**src/rtl/register_pkg.sv**
```systemverilog
// Shared defaults and sizing helper for the register_pipe chain.
`timescale 1ns/1ps
package register_pkg;
  localparam int DEFAULT_WIDTH = 8;
  localparam int DEFAULT_DEPTH = 4;

  function automatic int count_width(input int depth);
    return $clog2(depth + 1);
  endfunction
endpackage

```
**src/rtl/pipe_stage.sv**
```systemverilog
// One register slot of the pipe: loads whenever it is empty or its word is leaving.
`timescale 1ns/1ps
module pipe_stage import register_pkg::*; #(
  parameter int WIDTH = DEFAULT_WIDTH
) (
  input  logic             clk,
  input  logic             reset,
  input  logic [WIDTH-1:0] in_data,
  input  logic             in_valid,
  input  logic             dn_ready,
  input  logic             flush,
  output logic [WIDTH-1:0] out_data,
  output logic             out_valid,
  output logic             up_ready
);
  logic [WIDTH-1:0] data_q, data_d;
  logic             valid_q, valid_d;

  assign up_ready  = dn_ready || !valid_q;
  assign out_data  = data_q;
  assign out_valid = valid_q;

  always_comb begin
    data_d  = data_q;
    valid_d = valid_q;
    if (up_ready) begin
      data_d  = in_data;
      valid_d = in_valid;
    end
    if (flush) valid_d = 1'b0;
  end

  always_ff @(posedge clk or negedge reset) begin
    if (!reset) begin
      data_q  <= '0;
      valid_q <= 1'b0;
    end else begin
      data_q  <= data_d;
      valid_q <= valid_d;
    end
  end
endmodule

```
**src/rtl/register_pipe.sv**
```systemverilog
// DEPTH-stage bubble-collapsing register pipe with valid/ready at both ends,
// synchronous flush and a registered occupancy count.
`timescale 1ns/1ps
module register_pipe import register_pkg::*; #(
  parameter int WIDTH = DEFAULT_WIDTH,
  parameter int DEPTH = DEFAULT_DEPTH
) (
  input  logic                          clk,
  input  logic                          reset,
  input  logic [WIDTH-1:0]              in_word,
  input  logic                          in_valid,
  output logic                          in_ready,
  output logic [WIDTH-1:0]              out_word,
  output logic                          out_valid,
  input  logic                          out_ready,
  input  logic                          flush,
  output logic [count_width(DEPTH)-1:0] count
);
  localparam int CW = count_width(DEPTH);

  logic [DEPTH:0][WIDTH-1:0] data_pipe;
  logic [DEPTH:0]            vld_pipe;
  logic [CW-1:0]             count_q, count_d;
  logic                      in_xfer, out_xfer;

  assign data_pipe[0] = in_word;
  assign vld_pipe[0]  = in_valid;

  // Each scope owns its ready wire so the ripple runs through distinct nets.
  for (genvar i = 0; i < DEPTH; i++) begin : g_stage
    logic rdy_up, rdy_dn;
    if (i == DEPTH - 1) begin : g_last
      assign rdy_dn = out_ready;
    end else begin : g_mid
      assign rdy_dn = g_stage[i+1].rdy_up;
    end

    pipe_stage #(.WIDTH(WIDTH)) u_stage (
      .clk      (clk),
      .reset    (reset),
      .in_data  (data_pipe[i]),
      .in_valid (vld_pipe[i]),
      .dn_ready (rdy_dn),
      .flush    (flush),
      .out_data (data_pipe[i+1]),
      .out_valid(vld_pipe[i+1]),
      .up_ready (rdy_up)
    );
  end

  assign in_ready  = g_stage[0].rdy_up && !flush;
  assign out_word  = data_pipe[DEPTH];
  assign out_valid = vld_pipe[DEPTH];
  assign in_xfer   = in_valid && in_ready;
  assign out_xfer  = out_valid && out_ready;
  assign count     = count_q;

  always_comb begin
    count_d = count_q;
    if (flush)                    count_d = '0;
    else if (in_xfer && !out_xfer) count_d = count_q + CW'(1);
    else if (out_xfer && !in_xfer) count_d = count_q - CW'(1);
  end

  always_ff @(posedge clk or negedge reset) begin
    if (!reset) count_q <= '0;
    else        count_q <= count_d;
  end
endmodule

```
**config.mk**
```make
export PLATFORM = sky130hd
export DESIGN_NAME = register_pipe
export DESIGN_NICKNAME = d
export VERILOG_FILES = /design/src/rtl/register_pkg.sv /design/src/rtl/pipe_stage.sv /design/src/rtl/register_pipe.sv
export SDC_FILE = /design/constraint.sdc
export NUM_CORES = 1
export LEC_CHECK = 0
export CAP_MARGIN = 20
export CORE_MARGIN = 5
export CORE_UTILIZATION = 48
export CTS_CLUSTER_DIAMETER = 60
export DETAILED_ROUTE_END_ITERATION = 10
export PLACE_DENSITY = 0.82
export SLEW_MARGIN = 15
export SYNTH_ARGS = -nofsm -noshare
export SYNTH_HDL_FRONTEND = slang
export SYNTH_HIERARCHICAL = 1
export SYNTH_SLANG_ARGS = --single-unit
export TNS_END_PERCENT = 30
```
**constraint.sdc**
```tcl
create_clock -name clk -period 2.8 [get_ports clk]
set_input_delay 0.28 -clock clk [delete_from_list [all_inputs] [get_ports clk]]
set_output_delay 0.28 -clock clk [all_outputs]
set_load 0.02 [all_outputs]
```
; Word-level counts from Yosys, hierarchy flattened
; Cells that the tools add are included.
[op_classes]
add_sub_neg = 2
n_mux = 11
n_reduce_logical = 21
[ops]
columns = cell, n
row1 = $mux W3, 3
row2 = $mux W1, 8
row3 = $reduce_bool A2 Y1, 4
row4 = $logic_not A1 Y1, 7
row5 = $logic_and A1 B1 Y1, 5
row6 = $logic_or A1 B1 Y1, 4
row7 = $add A3 B1 Y3 const B, 1
row8 = $reduce_bool A3 Y1, 1
row9 = $sub A3 B1 Y3 const B, 1
[word_totals]
reg_bits = 39
inputBits = 13
out_inout_bits = 13
word_cells = 43

; Longest topological paths before layout
[logic_depth]
word_depth = 12
ltp_mapped = 14
depth_no_buf = 10

; Cells and area by module
; The synthesis kept the hierarchy.
[modules_own_cells]
columns = module, instances, cells_per_inst, area_each_um2, seq_area_each_um2
row1 = pipe_stage, 4, 21, 379.1, 225.2
row2 = register_pipe, 1, 27, 257.7, 75.1

; Worst setup path after synthesis
; Ideal clock, no wire load.
[synth_timing]
kind = reg-to-reg
start = register g_stage[3].u_stage.valid_q
end = register count_q[2] (netlist: count[2])
setup_time_ps = 132
arrival_time_ps = 2763
t_required_ps = 2668
slack_ps = -95
path_stages_with_launch = 15
path_buffers = 4
synth_period_minus_slack_ps = 2895
cell_sequence = dfrtp_1 -> nand2b_4 -> buf_6 -> nand2b_4 -> buf_6 -> nand2b_4 -> buf_6 -> nand2b_4 -> buf_6 -> nor2b_2 -> and3_1 -> fa_1 -> a21oi_1 -> mux2i_1 -> o211ai_1
[synth_between]
elab_chain_len = 10
word_cells_on_any_way = 15
cone_classes = 2 x mux / 13 x reduce/logical
[synth_lines]
columns = item, line_no
row1 = "start, declared", pipe_stage.sv:17  ; logic valid_q, valid_d;
row2 = "start signal, assigned", pipe_stage.sv:39  ; valid_q <= valid_d;
row3 = $logic_not A1 Y1 (*), pipe_stage.sv:19  ; assign up_ready = dn_ready || !valid_q;
row4 = $logic_or A1 B1 Y1 (*), pipe_stage.sv:19
row5 = net g_stage[2].rdy_dn, register_pipe.sv:31  ; logic rdy_up, rdy_dn;
row6 = $logic_or A1 B1 Y1 (*), pipe_stage.sv:19
row7 = net g_stage[1].rdy_dn, register_pipe.sv:31
row8 = $logic_or A1 B1 Y1 (*), pipe_stage.sv:19
row9 = net g_stage[0].rdy_dn, register_pipe.sv:31
row10 = $logic_or A1 B1 Y1 (*), pipe_stage.sv:19
row11 = net g_stage[0].rdy_up, register_pipe.sv:31
row12 = $logic_and A1 B1 Y1 (*), register_pipe.sv:51  ; assign in_ready = g_stage[0].rdy_up && !flush;
row13 = net in_ready, register_pipe.sv:12  ; output logic in_ready,
row14 = $logic_and A1 B1 Y1 (*), register_pipe.sv:54  ; assign in_xfer = in_valid && in_ready;
row15 = $logic_and A1 B1 Y1 / $logic_not A1 Y1 (equally long branches), "register_pipe.sv:61, register_pipe.sv:62"
row16 = $mux W3 / $logic_and A1 B1 Y1 (equally long branches), "register_pipe.sv:61, register_pipe.sv:62"
row17 = $mux W3 / $reduce_bool A3 Y1 (equally long branches), n/a
row18 = "end signal, assigned", register_pipe.sv:67  ; else count_q <= count_d;
row19 = "end, declared", register_pipe.sv:23  ; logic [CW-1:0] count_q, count_d;
; The timed path passes the listed nets; every way through them passes the cells marked *.
; A chain may end at the register's enable or synchronous reset.

; Final worst setup path
[layout_timing]
start = input out_ready
end = output in_ready
[layout_between]
elab_chain_len = 5
[layout_lines]
columns = item, line_no
row1 = "start, declared", register_pipe.sv:15  ; input logic out_ready,
row2 = $logic_or A1 B1 Y1, pipe_stage.sv:19
row3 = net g_stage[2].rdy_dn, register_pipe.sv:31
row4 = $logic_or A1 B1 Y1, pipe_stage.sv:19
row5 = net g_stage[1].rdy_dn, register_pipe.sv:31
row6 = $logic_or A1 B1 Y1, pipe_stage.sv:19
row7 = net g_stage[0].rdy_dn, register_pipe.sv:31
row8 = $logic_or A1 B1 Y1, pipe_stage.sv:19
row9 = net g_stage[0].rdy_up, register_pipe.sv:31
row10 = $logic_and A1 B1 Y1, register_pipe.sv:51
row11 = "end, declared", register_pipe.sv:12
; The timed path passes the listed nets, and every way through them passes these cells.

==> impl_metrics.env <==
export IMPL_pre_cts_slack_ps=136
export IMPL_die_span_y_um=70.8
export IMPL_initial_antenna_violation_count=0
export IMPL_rsz0062_at_grt="false"
export IMPL_type_of_the_tightest_min_delay_check="input port to async pin"
export IMPL_ratio_of_cells_with_drive_above_1_in_the_final_layout_pct=37.5
export IMPL_report_final_hold_viol_count=0
export IMPL_synth_cell_type_count=21
export IMPL_fin_tns_setup_ps=0
export IMPL_count_of_buffers_from_port_buffering=25
export IMPL_largest_clock_skew_in_the_final_design_ps=5.71
export IMPL_core_rowCount=22
export IMPL_grt_first_pass_wirelength_mm=4.89
export IMPL_die_x_um=70.8
export IMPL_post_cts_repair_setup_buffers=0
export IMPL_wire_per_inst_um=15.4
export IMPL_clock_sinks=39
export IMPL_final_period_minus_worst_setup_slack_ps=2400
export IMPL_end_kind="output port"
export IMPL_most_frequently_used_cell_type_in_the_post_synthesis_netlist="sky130_fd_sc_hd__dfrtp_1"
export IMPL_worst_slew_pin_slew_ps=828
export IMPL_finalWeightedCongestion=0.797
export IMPL_synth_flop_cell="sky130_fd_sc_hd__dfrtp_1"
export IMPL_worst_setup_hold_path_clk_slew_ps=70
export IMPL_period_share_pct=85.6
export IMPL_final_setup_viol_count=0
export IMPL_critPathLaunchType="input port"
export IMPL_final_max_slew_viol_count=0
export IMPL_postRouteAntennaNets=0
export IMPL_yosysTopAreaCell="sky130_fd_sc_hd__dfrtp_1"
export IMPL_design_die_area_um2=5010
export IMPL_worst_slack_ps=404
export IMPL_synth_fp_nets=125
export IMPL_critical_path_class="input port to output port"
export IMPL_first_global_vias=1014
export IMPL_viasPerCell=4.99
export IMPL_cts_made_buffers=5
export IMPL_synth_sequential_area_ratio_pct=55.0
export IMPL_synth_edf_count=0
export IMPL_clk_path_buf_depth=2
export IMPL_clock_tree_from_tritoncts="yes"
export IMPL_cts_root_buffer="sky130_fd_sc_hd__clkbuf_8"
export IMPL_netlist_area_um2=1770
export IMPL_timing_critical_path_fanout_max=4
export IMPL_grt_max_degree=40
export IMPL_number_of_gates_resized_after_cts=0
export IMPL_htree_num_levels=2
export IMPL_boundaryPins=26
export IMPL_postSynth_asyncResetShare_pct=100
export IMPL_yosys_register_bits=39
export IMPL_fp_coreArea_um2=3630
export IMPL_floorplan_initialDensity_pct=48.8
export IMPL_top_cells_by_instance_count_after_synthesis="39 x sky130_fd_sc_hd__dfrtp_1, 32 x sky130_fd_sc_hd__mux2_4, 6 x sky130_fd_sc_hd__inv_1"
export IMPL_fmax_mhz=417
export IMPL_yosys_area_top_type_share_pct=55.0
export IMPL_outcome="complete, no violations"
export IMPL_timing_critical_path_slowest_stage_cell="sky130_fd_sc_hd__clkdlybuf4s50_1"
export IMPL_detailedRoute_firstPassIterationCount=4
export IMPL_p_leak_uw=0.00107
export IMPL_final_core_occ_pct=59.2
export IMPL_clock_latency_ps=290
export IMPL_cpPeakStageDelay_ps=620
export IMPL_globalRouteTotalUtil_pct=12.7
export IMPL_power_density_nw_per_um2=525
export IMPL_final_hold_worst_slack_ps=86.6
export IMPL_fill_cells=302
export IMPL_drc=0
export IMPL_required_ps=2520
export IMPL_area_growth_syn_to_layout_pct=21.2
export IMPL_max_cap_violations=0
export IMPL_yosys_warnings=6
export IMPL_drt_first_iter_violations=42
export IMPL_final_net_count=157
export IMPL_critical_path_cell_chain="clkdlybuf4s50_1 > nand2b_4 > nand2b_4 > nand2b_4 > nand2b_4 > nor2b_2 > clkdlybuf4s50_1"
export IMPL_cts_hold_repair_buffers=0
export IMPL_insertedDiodeCount=0
export IMPL_post_synth_cell_area_avg_um2=16.0
export IMPL_path_common_cell="sky130_fd_sc_hd__nand2b_4"
export IMPL_relSlewSlack_pct=44.8
export IMPL_dpl_hpwl_mm=2.11
export IMPL_syn_inst=111
export IMPL_vias=958
export IMPL_route_final_wire_length_mm=2.96
export IMPL_gr_total_overflow=0
export IMPL_synth_top_cells_by_area="sky130_fd_sc_hd__dfrtp_1 55%, sky130_fd_sc_hd__mux2_4 27%, sky130_fd_sc_hd__nand2b_4 3.1%"
export IMPL_irDropWorstVdd_mv=0.258
export IMPL_critical_path_arrival_ps=2120
power by group:
group / switching (µW) / total, µW / internal, µW
Combinational: 63.8 / 152 / 88.1
Clock: 183 / 358 / 175
Sequential: 22.4 / 619 / 596
Total: 269 / 1130 / 859
kinds of logic after synthesis:
logic type,count (synthesis),share of synthesized area [%]
simple gates,18,7.97
flops,39,55.0
compound gates,6,1.83
xor+xnor,1,0.917
fa+ha+maj,1,1.13
buf+inv,11,4.23
mux,35,28.9
final cells by class:
class	instances	area (µm²)	area share, %
sequential	39	977	45.4
multi-input combinational	61	727	33.8
timing repair buffer	30	283	13.1
clock buffer	7	76.3	3.55
tap	48	60.1	2.79
inverter	6	22.5	1.05
clock inverter	1	5.00	0.233
sequential cells by signal, indices dropped and copies added, names as in the netlist:
name and flops:
count 3, g_stage.u_stage/out_data 32, g_stage.u_stage/out_valid 4
metrics by stage:
step / cell area (µm²) / power, µW / std cells
final: 2150 / 1130 / 192
after global routing: 2150 / 1180 / 192
after CTS: 2150 / 1150 / 192
after detailed placement: 2070 / 783 / 184
after global placement: 2070 / 774 / 184
after floorplan: 1780 / 710 / 111
critical path: cells and delay by family:
kind	cells	cell delay, ps
buffers and inverters	2	1170
and+or+nand+nor	5	670
layer usage:
metal | vias to the layer above | GRT usage (%) | part of all wire, % | wire length [µm]
li1 | 441 | - | - | -
met1 | 492 | 15.2 | 43 | 1270
met2 | 22 | 20.4 | 51 | 1520
met3 | 3 | 3.84 | 4.4 | 129
met4 | 0 | 6.89 | 1.3 | 39
met5 | - | 0 | 0 | 0
placed cells by master (no fill, tap or decap):
cell type	n
sky130_fd_sc_hd__clkdlybuf4s50_1	24
sky130_fd_sc_hd__buf_2	1
sky130_fd_sc_hd__and3_1	1
sky130_fd_sc_hd__and4b_1	1
sky130_fd_sc_hd__clkbuf_1	2
sky130_fd_sc_hd__inv_1	6
sky130_fd_sc_hd__dfrtp_2	1
sky130_fd_sc_hd__nand2_2	2
sky130_fd_sc_hd__nand2_1	1
sky130_fd_sc_hd__xnor2_2	1
sky130_fd_sc_hd__nor2_1	5
sky130_fd_sc_hd__mux2i_1	1
sky130_fd_sc_hd__o211ai_1	1
sky130_fd_sc_hd__clkinv_2	1
sky130_fd_sc_hd__buf_4	5
sky130_fd_sc_hd__dfrtp_1	38
sky130_fd_sc_hd__and4bb_1	1
sky130_fd_sc_hd__mux2_4	32
sky130_fd_sc_hd__fa_1	1
sky130_fd_sc_hd__nand4b_1	1
sky130_fd_sc_hd__nand3_1	1
sky130_fd_sc_hd__mux2_1	2
sky130_fd_sc_hd__clkbuf_8	5
sky130_fd_sc_hd__nand2b_4	4
sky130_fd_sc_hd__nor2b_2	1
sky130_fd_sc_hd__a21oi_1	4
sky130_fd_sc_hd__a21oi_2	1
worst paths after layout:
path	cells after the start	end	slack [ps]	startpoint
worst max-delay path	7	in_ready	400	out_ready
worst min register to register	1	g_stage[2].u_stage/out_data[3]	510	g_stage[1].u_stage/out_data[3]
worst max register to register	10	count[2]	600	g_stage[3].u_stage/out_valid
max in group asynchronous	1	g_stage[3].u_stage/out_valid	2140	reset
worst min-delay path	1	g_stage[0].u_stage/out_data[0]	90	reset
min in group clk	1	g_stage[2].u_stage/out_data[3]	510	g_stage[1].u_stage/out_data[3]
No activity file was read; power rests on OpenSTA's default activity.
